**src/rtl/wb_slave_router.sv**
```systemverilog
// rtl/wb_slave_router.sv - Wishbone base/mask address router with timeout and sticky error log
module wb_slave_router #(
    parameter int                  N_SLV      = 5,
    parameter logic [N_SLV*32-1:0] BASE_ADDRS = {32'h30000300, 32'h30000200, 32'h30000100,
                                                 32'h30000000, 32'h38000000},
    parameter logic [N_SLV*32-1:0] ADDR_MASKS = {{4{32'hFF000F00}}, 32'hFF000000},
    parameter int                  TIMEOUT    = 255,
    parameter logic [31:0]         ERR_DATA   = 32'hDEAD_BEEF
) (
    input  logic                wb_clk_i,
    input  logic                wb_rst_i,
    input  logic                wbs_cyc_i,
    input  logic                wbs_stb_i,
    input  logic                wbs_we_i,
    input  logic [3:0]          wbs_sel_i,
    input  logic [31:0]         wbs_dat_i,
    input  logic [31:0]         wbs_adr_i,
    output logic                wbs_ack_o,
    output logic [31:0]         wbs_dat_o,
    output logic [N_SLV-1:0]    slv_valid_o,
    output logic                slv_we_o,
    output logic [3:0]          slv_sel_o,
    output logic [31:0]         slv_dat_o,
    output logic [31:0]         slv_adr_o,
    input  logic [N_SLV-1:0]    slv_ack_i,
    input  logic [N_SLV*32-1:0] slv_dat_i,
    output logic                err_irq_o,
    input  logic                err_clr_i,
    output logic [7:0]          err_cnt_o,
    output logic [31:0]         err_adr_o
);

    localparam int IW = (N_SLV > 1) ? $clog2(N_SLV) : 1;
    localparam int TW = (TIMEOUT > 1) ? $clog2(TIMEOUT + 1) : 1;

    typedef enum logic [1:0] {
        ST_IDLE = 2'd0,
        ST_BUSY = 2'd1,
        ST_ERR  = 2'd2
    } state_t;

    state_t          state;
    logic [IW-1:0]   cur_idx;
    logic [TW-1:0]   timer;
    logic [31:0]     adr_q;

    logic            req;
    logic [N_SLV-1:0] hit;
    logic            any_hit;
    logic [IW-1:0]   dec_idx;
    logic            timeout_hit;
    logic            log_err;

    assign req         = wbs_cyc_i & wbs_stb_i;
    assign timeout_hit = (timer == TW'(TIMEOUT));

    // Master signals are broadcast to every slave; only the valid is routed
    assign slv_we_o  = wbs_we_i  & ~wb_rst_i;
    assign slv_sel_o = wbs_sel_i & {4{~wb_rst_i}};
    assign slv_dat_o = wbs_dat_i & {32{~wb_rst_i}};
    assign slv_adr_o = wbs_adr_i & {32{~wb_rst_i}};

    // Address decode: lowest-index matching window wins
    always_comb begin
        hit     = '0;
        dec_idx = '0;
        for (int i = 0; i < N_SLV; i++) begin
            hit[i] = ((wbs_adr_i & ADDR_MASKS[i*32 +: 32]) ==
                      (BASE_ADDRS[i*32 +: 32] & ADDR_MASKS[i*32 +: 32]));
        end
        for (int i = N_SLV - 1; i >= 0; i--) begin
            if (hit[i]) dec_idx = IW'(i);
        end
        any_hit = |hit;
    end

    // Response path: same-cycle routing in IDLE, tracked slave in BUSY, error word otherwise
    always_comb begin
        wbs_ack_o   = 1'b0;
        wbs_dat_o   = '0;
        slv_valid_o = '0;
        log_err     = 1'b0;
        if (!wb_rst_i) begin
            case (state)
                ST_IDLE: begin
                    if (req && any_hit) begin
                        slv_valid_o[dec_idx] = 1'b1;
                        if (slv_ack_i[dec_idx]) begin
                            wbs_ack_o = 1'b1;
                            wbs_dat_o = slv_dat_i[dec_idx*32 +: 32];
                        end
                    end
                end
                ST_BUSY: begin
                    if (req) begin
                        if (slv_ack_i[cur_idx]) begin
                            slv_valid_o[cur_idx] = 1'b1;
                            wbs_ack_o            = 1'b1;
                            wbs_dat_o            = slv_dat_i[cur_idx*32 +: 32];
                        end else if (timeout_hit) begin
                            wbs_ack_o = 1'b1;
                            wbs_dat_o = ERR_DATA;
                            log_err   = 1'b1;
                        end else begin
                            slv_valid_o[cur_idx] = 1'b1;
                        end
                    end
                end
                ST_ERR: begin
                    wbs_ack_o = 1'b1;
                    wbs_dat_o = ERR_DATA;
                    log_err   = 1'b1;
                end
                default: ;
            endcase
        end
    end

    // Transaction tracker: remembers target and address, counts BUSY cycles
    always_ff @(posedge wb_clk_i or posedge wb_rst_i) begin
        if (wb_rst_i) begin
            state   <= ST_IDLE;
            cur_idx <= '0;
            timer   <= '0;
            adr_q   <= '0;
        end else begin
            case (state)
                ST_IDLE: begin
                    if (req) begin
                        adr_q <= wbs_adr_i;
                        if (any_hit) begin
                            cur_idx <= dec_idx;
                            if (!slv_ack_i[dec_idx]) begin
                                state <= ST_BUSY;
                                timer <= '0;
                            end
                        end else begin
                            state <= ST_ERR;
                        end
                    end
                end
                ST_BUSY: begin
                    if (!req || slv_ack_i[cur_idx] || timeout_hit) begin
                        state <= ST_IDLE;
                    end else begin
                        timer <= timer + 1'b1;
                    end
                end
                ST_ERR: begin
                    state <= ST_IDLE;
                end
                default: state <= ST_IDLE;
            endcase
        end
    end

    // Sticky error log; a new error in the same cycle as a clear takes priority
    always_ff @(posedge wb_clk_i or posedge wb_rst_i) begin
        if (wb_rst_i) begin
            err_irq_o <= 1'b0;
            err_cnt_o <= '0;
            err_adr_o <= '0;
        end else if (log_err) begin
            err_irq_o <= 1'b1;
            err_adr_o <= adr_q;
            if (err_clr_i)
                err_cnt_o <= 8'd1;
            else if (err_cnt_o != 8'hFF)
                err_cnt_o <= err_cnt_o + 8'd1;
        end else if (err_clr_i) begin
            err_irq_o <= 1'b0;
            err_cnt_o <= '0;
            err_adr_o <= '0;
        end
    end

endmodule

```
**config.mk**
```make
export PLATFORM = sky130hd
export DESIGN_NAME = wb_slave_router
export DESIGN_NICKNAME = d
export VERILOG_FILES = /design/src/rtl/wb_slave_router.sv
export SDC_FILE = /design/constraint.sdc
export NUM_CORES = 1
export LEC_CHECK = 0
export CELL_PAD_IN_SITES_DETAIL_PLACEMENT = 1
export CELL_PAD_IN_SITES_GLOBAL_PLACEMENT = 1
export CORE_MARGIN = 3
export CORE_UTILIZATION = 31
export CTS_BUF_LIST = sky130_fd_sc_hd__clkbuf_4
export DETAILED_ROUTE_END_ITERATION = 12
export PLACE_DENSITY_LB_ADDON = 0.1
export SLEW_MARGIN = 0
export SYNTH_ARGS = -nofsm -noshare
export SYNTH_HDL_FRONTEND = slang
export SYNTH_SLANG_ARGS = --single-unit
```
**constraint.sdc**
```tcl
create_clock -name wb_clk_i -period 8 [get_ports wb_clk_i]
set_input_delay 1.6 -clock wb_clk_i [delete_from_list [all_inputs] [get_ports wb_clk_i]]
set_output_delay 1.6 -clock wb_clk_i [all_outputs]
set_load 0.02 [all_outputs]
```
==> impl_metrics.ini <==
[status]
outcome = complete, no violations

[yosys]
seq_area_frac_synth = 0.283
netlist_instances = 1013
ys_async_sr_fraction = 1.00
synth_nets = 1258
syn_area_um2 = 7600
yosysUniqueCellTypes = 62
ys.warnings.count = 0
syn_avg_cell_area_um2 = 7.50
synth-main-ff-cell = dfrtp_1
synth_edf_count = 0
synth_seq_cells = 86

[finish]
n_fill_cell = 2888
nNetsFinal = 1587
utilization = 0.499
area_delta_synth_final_pct = 55.9
final_area_um2 = 11800
regArea_um2 = 2160
multi_input_area_um2 = 5040
final_layout_size_suffix_gt1_frac = 0.0653
finalNonFillerCells = 1669

[sta]
fmax_mhz = 139
tns_ns = 0
rsz0062_at_grt = no
hold-worst-slack_ns = 0.475
tightest_slew_ns = 1.13
hold_viol_final = 0
relSlewSlack = 0.242
finalCritPeriodShare = 0.900
worst_clock_skew_ns = 0.0223
layout_min_cycle_time_ns = 7.20
finalSetupViolations = 0
maxSlewViolCount = 0
layout_setup_ws_ns = 0.802

[clocking]
h-tree-depth = 3
clock_latency_ns = 0.44
cts_resized = 0
clk_pin_slew_ns = 0.15
hold_buffers = 0
cts_sinks = 86
clockRootBuffer = clkbuf_4
cts_buffer_depth = 2
cts_setup_buffers = 0
numCtsBuffers = 9
cts_tree = built

[place]
numPortBuffers = 386
place_hpwl_um = 26900
dp_slack_ns = 0.998
numPlacedInstances = 1650
routabilityCongestion = 0.866
dpl-instance-area_um2 = 11700

[floorplanning]
fp.coreArea_um2 = 23800
io_pins = 387
die_width_um = 163
dieArea_um2 = 26400
rows = 56
start_util = 0.320
die-height_um = 163

[drt]
drt-wirelength-per-cell_um = 21.7
routed_via_density = 5.52
wl_um = 36300
postRouteAntennaNets = 0
vias = 9217
drc_errors = 0
first_iter_violations = 445
dr.pass1.iters = 4

[global_routing]
met2_usage = 0.449
grt_max_degree = 72
grt_pass1_wl_um = 54400
grt-ovfl-total = 0
met3_usage = 0.0682
grt_pass1_vias = 9430
grt.busiest_layer = met2
antenna_found_initial = 3
met1_usage = 0.321
grt_usage = 0.260

[worst_setup_path]
crit_path_start_kind = input port
crit_chain = clkdlybuf4s50_1 -> nor4b_1 -> nand3_1 -> mux2i_1 -> o22ai_1 -> a211oi_1 -> nor2_1 -> clkdlybuf4s50_1
reg2reg_depth = 8
cp_slowest_cell = nor4b_1
cpPeakStageDelay_ns = 0.98
r2r_slack_ns = 4.83
crit_type = input port to output pin
end_kind = output pin
crit_path_frequent_cell = clkdlybuf4s50_1
arrival_ns = 5.60
crit_end = wbs_dat_o[1]
cp.required_ns = 6.40
startpoint = wbs_adr_i[27]
r2r-end = err_adr_o[29]
path_max_fanout = 16
r2r_start = cur_idx[1]

[power]
power_mw = 1.78
power_leakage_nw = 4.36
irDropWorstVdd_v = 0.000124
power_per_cell_area_nw_per_um2 = 150

[hold_path]
hp-start = adr_q[10]
worstHoldPathType = flop to flop

[run]
maxCapViolations = 0
[synth_stat cells (5+ instances only)]
cell type,instances,share of area
nand2_1,203,0.10
dfrtp_1,86,0.28
nor2_1,75,0.037
nor2b_1,73,0.060
clkbuf_1,64,0.032
mux2i_1,64,0.084
o21ai_0,63,0.041
a31oi_1,48,0.040
nor3_1,37,0.024
o22ai_1,28,0.023
o221ai_1,27,0.031
mux2_2,26,0.039
a21oi_1,25,0.016
nand2b_1,22,0.018
nand3_1,21,0.014
buf_2,16,0.011
inv_1,15,0.0074
or4_1,15,0.015
o31ai_1,9,0.0089
buf_1,7,0.0035
ha_1,6,0.0099
mux4_2,6,0.018
a21o_1,5,0.0049
or2_2,5,0.0041
xnor2_1,5,0.0058
[worst min path at each step]
stage | slack (ns) | depth (start not counted) | endpoint
finish | 0.47 | 2 | err_adr_o[10]
global route | 0.50 | 2 | err_adr_o[10]
CTS | 0.49 | 2 | err_adr_o[10]
detailed placement | 0.46 | 2 | adr_q[21]
global placement | 0.45 | 2 | err_adr_o[6]
floorplan | 0.45 | 2 | adr_q[0]
[sequential cells by signal (all words and copies together) (netlist names)]
signal,count
err_cnt_o,8
err_adr_o,32
adr_q,32
state,2
cur_idx,3
err_irq_o,1
timer,8
[worst max-delay path: cells and delay by family]
kind	cells	cell delay, ns
buffers and inverters	2	1.21
muxes	1	0.39
and+or+nand+nor	3	1.96
AOI/OAI and AO/OA	2	0.43
[metal layers]
layer  wire (um)  part of all wire
met4         889             0.025
met5          13           0.00036
met2       17600              0.48
met3        2930             0.081
met1       14900              0.41
[layout make-up]
| class | instances | area share |
|---|---|---|
| Inverter | 16 | 0.00528 |
| Clock inverter | 7 | 0.00866 |
| Tap cell | 319 | 0.0337 |
| Clock buffer | 9 | 0.00570 |
| Multi-Input combinational cell | 823 | 0.426 |
| Timing Repair Buffer | 406 | 0.338 |
| Antenna cell | 3 | 0.000634 |
| Sequential cell | 86 | 0.182 |
[power breakdown]
group	total (mW)	switching (mW)	internal, mW
logic	0.859	0.475	0.384
registers	0.624	0.0721	0.552
clock network	0.300	0.168	0.132
[placed cells by master, fill, tap and decap left out, types with 6 or more instances in the layout]
cell type	n
clkdlybuf4s50_1	385
nand2_1	203
dfrtp_1	84
nor2_1	74
nor2b_1	73
mux2i_1	64
o21ai_0	63
a31oi_1	48
nor3_1	36
o22ai_1	28
o221ai_1	27
mux2_2	26
a21oi_1	25
nand2b_1	22
nand3_1	21
buf_4	20
or4_1	15
inv_1	14
o31ai_1	9
clkbuf_4	9
mux4_2	6
ha_1	6
[cell families after synthesis]
kind of cell / synth area share
simple gates: 0.312
compound gates: 0.192
fa+ha+maj: 0.00988
xor+xnor: 0.00691
buf+inv: 0.0550
mux: 0.141
flops: 0.283
(Power assumes the default switching activity.)
